### src/rtl/reg_alu_pipe.sv
// reg_alu_pipe: register file + 8-op ALU with a one-cycle registered write-back stage.
//
// Two combinational read ports feed the ALU. On an issue edge the selected value
// (ALU result or d_in) is captured into the WB stage and mirrored on alu_out.
// On the following edge the WB stage commits into the register file. Reads that
// hit the pending WB address are bypassed from the WB stage.
//
// Ports:
//   clk, reset          rising-edge clock, synchronous active-high reset
//   valid_in            operation issued this cycle
//   sel                 WB source: 0 = d_in, 1 = ALU result
//   wr                  commit WB data to wr_addr
//   op                  ALU opcode
//   rd_addr_a/b         read port addresses
//   wr_addr             write-back address
//   d_in                external write data
//   d_out_a/b           bypassed read data (combinational)
//   alu_out             registered WB data
//   valid_out           alu_out valid, one cycle after valid_in
//   cout, zero          registered flags from the last sel=1 operation
module reg_alu_pipe #(
  parameter int W       = 8,
  parameter int NREGS   = 8,
  parameter int ZERO_R0 = 0,
  localparam int AW     = $clog2(NREGS)
) (
  input  logic          clk,
  input  logic          reset,
  input  logic          valid_in,
  input  logic          sel,
  input  logic          wr,
  input  logic [2:0]    op,
  input  logic [AW-1:0] rd_addr_a,
  input  logic [AW-1:0] rd_addr_b,
  input  logic [AW-1:0] wr_addr,
  input  logic [W-1:0]  d_in,
  output logic [W-1:0]  d_out_a,
  output logic [W-1:0]  d_out_b,
  output logic [W-1:0]  alu_out,
  output logic          valid_out,
  output logic          cout,
  output logic          zero
);

  typedef enum logic [2:0] {
    OP_ADD  = 3'b000,
    OP_SUB  = 3'b001,
    OP_AND  = 3'b010,
    OP_OR   = 3'b011,
    OP_XOR  = 3'b100,
    OP_SHL  = 3'b101,
    OP_SHR  = 3'b110,
    OP_PASS = 3'b111
  } op_t;

  localparam int unsigned NR = NREGS;

  logic [W-1:0]  rf [NREGS];

  logic          wb_v;
  logic          wb_wr;
  logic [AW-1:0] wb_addr;
  logic [W-1:0]  wb_data;

  logic          wb_hit_a;
  logic          wb_hit_b;
  logic [W:0]    sum;
  logic [W-1:0]  alu_res;
  logic          alu_c;
  logic [W-1:0]  wb_next;
  logic          commit;

  // Read ports: newest value comes from the pending WB stage; r0 is forced to
  // zero after the bypass so a pending r0 write never leaks through.
  always_comb begin
    wb_hit_a = wb_v && wb_wr && (wb_addr == rd_addr_a);
    wb_hit_b = wb_v && wb_wr && (wb_addr == rd_addr_b);
    d_out_a  = wb_hit_a ? wb_data : rf[rd_addr_a];
    d_out_b  = wb_hit_b ? wb_data : rf[rd_addr_b];
    if ((ZERO_R0 != 0) && (rd_addr_a == '0)) d_out_a = '0;
    if ((ZERO_R0 != 0) && (rd_addr_b == '0)) d_out_b = '0;
  end

  always_comb begin
    sum     = '0;
    alu_res = '0;
    alu_c   = 1'b0;
    case (op_t'(op))
      OP_ADD: begin
        sum     = {1'b0, d_out_a} + {1'b0, d_out_b};
        alu_res = sum[W-1:0];
        alu_c   = sum[W];
      end
      OP_SUB: begin
        // Carry out of A + ~B + 1 is set exactly when A >= B (no borrow).
        sum     = {1'b0, d_out_a} + {1'b0, ~d_out_b} + {{W{1'b0}}, 1'b1};
        alu_res = sum[W-1:0];
        alu_c   = sum[W];
      end
      OP_AND:  alu_res = d_out_a & d_out_b;
      OP_OR:   alu_res = d_out_a | d_out_b;
      OP_XOR:  alu_res = d_out_a ^ d_out_b;
      OP_SHL: begin
        alu_res = {d_out_a[W-2:0], 1'b0};
        alu_c   = d_out_a[W-1];
      end
      OP_SHR: begin
        alu_res = {1'b0, d_out_a[W-1:1]};
        alu_c   = d_out_a[0];
      end
      OP_PASS: alu_res = d_out_a;
      default: alu_res = d_out_a;
    endcase
  end

  always_comb begin
    wb_next = sel ? alu_res : d_in;
    commit  = wb_v && wb_wr && !((ZERO_R0 != 0) && (wb_addr == '0));
  end

  always_ff @(posedge clk) begin
    if (reset) begin
      for (int unsigned i = 0; i < NR; i++) rf[i] <= '0;
      wb_v      <= 1'b0;
      wb_wr     <= 1'b0;
      wb_addr   <= '0;
      wb_data   <= '0;
      alu_out   <= '0;
      valid_out <= 1'b0;
      cout      <= 1'b0;
      zero      <= 1'b0;
    end else begin
      if (commit) rf[wb_addr] <= wb_data;
      wb_v      <= valid_in;
      valid_out <= valid_in;
      if (valid_in) begin
        wb_wr   <= wr;
        wb_addr <= wr_addr;
        wb_data <= wb_next;
        alu_out <= wb_next;
        if (sel) begin
          cout <= alu_c;
          zero <= (alu_res == '0);
        end
      end
    end
  end

endmodule
### config.mk
export PLATFORM = sky130hd
export DESIGN_NAME = reg_alu_pipe
export DESIGN_NICKNAME = d
export VERILOG_FILES = /design/src/rtl/reg_alu_pipe.sv
export SDC_FILE = /design/constraint.sdc
export NUM_CORES = 1
export LEC_CHECK = 0
export CAP_MARGIN = 10
export CORE_MARGIN = 5
export CORE_UTILIZATION = 45
export DETAILED_ROUTE_END_ITERATION = 8
export GPL_TIMING_DRIVEN = 0
export PLACE_DENSITY = 0.7
export SYNTH_ARGS = -nofsm -noshare
export SYNTH_HDL_FRONTEND = slang
export SYNTH_SLANG_ARGS = --single-unit
export TNS_END_PERCENT = 30
### constraint.sdc
create_clock -name clk -period 5 [get_ports clk]
set_clock_uncertainty 0.15 [all_clocks]
set_input_delay 0.5 -clock clk [delete_from_list [all_inputs] [get_ports clk]]
set_output_delay 0.5 -clock clk [all_outputs]
set_load 0.005 [all_outputs]
==> flow_summary.toml <==
[timing]
maxSlewHeadroom = 0.202
layout_min_cycle_time_ps = 4710
rsz0062_at_grt = "no"
post-route-period-util = 0.941
tns_ps = 0
worstMarginPinSlew_ps = 1180
fmax_mhz = 212
setup_violations = 0
finalMaxSlewViolations = 0
hold_violations = 0

[pwr]
total_power_w = 0.00191
power_frac_seq = 0.399
internal_power_w = 0.00133
clkPwrFrac = 0.346
p_per_area_nw_per_um2 = 286
swShare = 0.300
switchingPower_w = 0.000571
leakagePower_nw = 2.52
p_comb_frac = 0.255
peakVddDrop_mv = 0.237

[global_routing]
grt_pass1_vias = 4767
grt.overflow.total = 0
grt_max_degree = 18
grt_pass1_wl_um = 25800
grt_usage = 0.226
antenna_found_initial = 0

[routing]
drt_iter0_drc = 490
dr.pass1.iters = 5
via_per_inst = 5.91
vias = 4552
drc_errors = 0
wl_per_cell_um = 21.2
ant_nets = 0
wirelength_um = 16300

[critical_path]
reg2reg_slack_ps = 320
rr_worst_depth = 17
arrival_ps = 4840
cp-start-kind = "input port"
worst_ep_required_time_ps = 5130
worstSetupPathType = "input port to register"
critPathMaxFanout = 17
r2r_start = "wb_addr[2]"
end_kind = "register"
reg2reg_to = "zero"

[synthesis]
netlist_area_um2 = 5680
synth_edf_count = 64
synth.top_cells.by_area = "edfxtp_1, mux4_2, and2_1"
ys_async_sr_fraction = 0
syn_inst = 538
ys_ff_latch = 79
syn_avg_cell_area_um2 = 10.6
yosysMostFrequentCell = "edfxtp_1"
synth_ff_type = "edfxtp_1"
synth_fp_nets = 589
ys_types = 61
synth.yosys.warnings = 0
synth_area_leader_cell = "edfxtp_1"
synth_common_cells = "edfxtp_1, and2_1, nor2_1"
yosysTopAreaCellShare = 0.338
yosysSeqAreaShare = 0.391

[job]
cap_violations = 0

[floorplanning]
core_um2 = 12500
start_util = 0.454
die-area_um2 = 15000
die_w_um = 122
die_y_um = 122
pin_count = 52
rows = 41

[worst_hold_path]
hold_end = "cout"
hold_path.class = "register to register"
hp-start = "cout"
hold_depth = 2

[finish]
final_util = 0.532
fin_area_um2 = 6660
fill_cells = 1132
diodes = 0
syn_to_final_growth_pct = 17.2
drive_gt1_frac = 0.144
nets = 644
layout.area.seq_um2 = 2220
multi_input_area_um2 = 3190

[outcome]
outcome = "finished clean"

[placement]
io_buffer_count = 41
place_hpwl_um = 12900
placed_cell_area_um2 = 6300
routabilityCongestion = 0.912

[clock_tree]
cts_tree = "yes"
clock_sinks = 79
clock_latency_ps = 340
clock_path_buffers = 2
root_buffer = "clkbuf_16"
clk_pin_slew_ps = 60
htreeDepth = 3
postCtsSetupBuffers = 0
numCtsBuffers = 9
-- power groups by stage --
stage / registers [W] / logic (W) / clock network [W]
2_1_floorplan: 0.000762 / 0.000316 / 0
3_3_place_gp: 0.000769 / 0.000463 / 0
3_5_place_dp: 0.000772 / 0.000472 / 0
4_1_cts: 0.000758 / 0.000478 / 0.000664
5_1_grt: 0.000762 / 0.000529 / 0.000688
6_report: 0.000759 / 0.000487 / 0.000659
-- kinds of logic after synthesis --
kind of cell	count (synthesis)	synth area share
and+or+nand+nor	183	0.169
AOI/OAI and AO/OA	97	0.115
DFF	79	0.391
buffers and inverters	75	0.0522
muxes	70	0.200
adders and majority gates	26	0.0599
xor gates and xnor gates	8	0.0123
-- worst max-delay path, stage by stage --
cell,delay (ps)
buf_2,370
xnor2_1,200
nand4b_1,360
buf_2,330
mux2i_2,410
inv_1,190
ha_1,290
fa_1,470
xor2_1,160
mux4_2,480
a32oi_1,160
o311ai_1,140
or3_1,420
nor3_1,190
a32o_1,150
-- cells in the final DEF, fill, tap and decap left out, types with 3 or more instances in the layout --
cell / instances
mux4_2: 34
o21ai_0: 21
o21bai_1: 3
nand3_1: 12
or2_2: 4
o211ai_1: 4
a211oi_1: 7
buf_1: 4
clkinv_1: 3
nor4_1: 6
xor2_1: 5
nand2_1: 20
clkbuf_16: 9
nand2b_1: 8
or3_1: 3
clkdlybuf4s50_1: 41
a2bb2oi_1: 3
a31oi_1: 4
buf_2: 7
mux2i_1: 26
clkbuf_2: 7
ha_1: 24
nor2b_1: 5
mux2_2: 9
edfxtp_1: 64
nor3_1: 30
nor2_1: 38
xnor2_1: 3
a21oi_1: 18
inv_1: 30
dfxtp_1: 15
and2_1: 49
o21a_1: 3
o22ai_1: 5
clkbuf_1: 24
-- final cells by class --
| cell class | count | area share |
|---|---|---|
| multi-input combinational | 384 | 0.479 |
| sequential | 79 | 0.334 |
| timing repair buffer | 45 | 0.0650 |
| clock buffer | 9 | 0.0338 |
| tap | 172 | 0.0323 |
| buffer | 41 | 0.0269 |
| inverter | 33 | 0.0186 |
| clock inverter | 7 | 0.0107 |
-- how the worst max path moves through the flow --
stage                 to          from  slack (ps)  cells past startpoint
detailed placement  zero  rd_addr_b[2]        -800                     16
floorplan           zero  rd_addr_b[0]         220                     14
global placement    zero  rd_addr_b[2]        -800                     16
finish              zero  rd_addr_a[2]         290                     15
global route        zero    wb_addr[2]          20                     17
CTS                 zero    wb_addr[2]           9                     16
-- registers in the layout (all words and copies together) (netlist names) --
| name | flops |
|---|---|
| wb_wr | 1 |
| rf | 64 |
| wb_addr | 3 |
| zero | 1 |
| wb_v | 1 |
| cout | 1 |
| wb_data | 8 |
-- what timing repair did --
item,4_1_cts,5_1_grt
endpoints found under the setup margin,7,7
hold buffers,0,0
gates resized for setup,6,15
-- metal layers --
metal	part of all wire	track usage	up-vias
met5	0	0	-
met4	0.033	0.0896	0
met3	0.049	0.0327	37
met2	0.52	0.415	190
met1	0.39	0.265	2219
li1	-	-	2106
-- per-stage QoR --
step / std cells / setup slack [ps] / hold slack, ps
finish: 770 / 293 / 361
global route: 770 / 21.8 / 379
CTS: 766 / 9.31 / 363
detailed placement: 751 / -801 / 349
global placement: 751 / -800 / 342
floorplan: 538 / 218 / 333
Note: power is estimated with default switching activity, not from simulation.
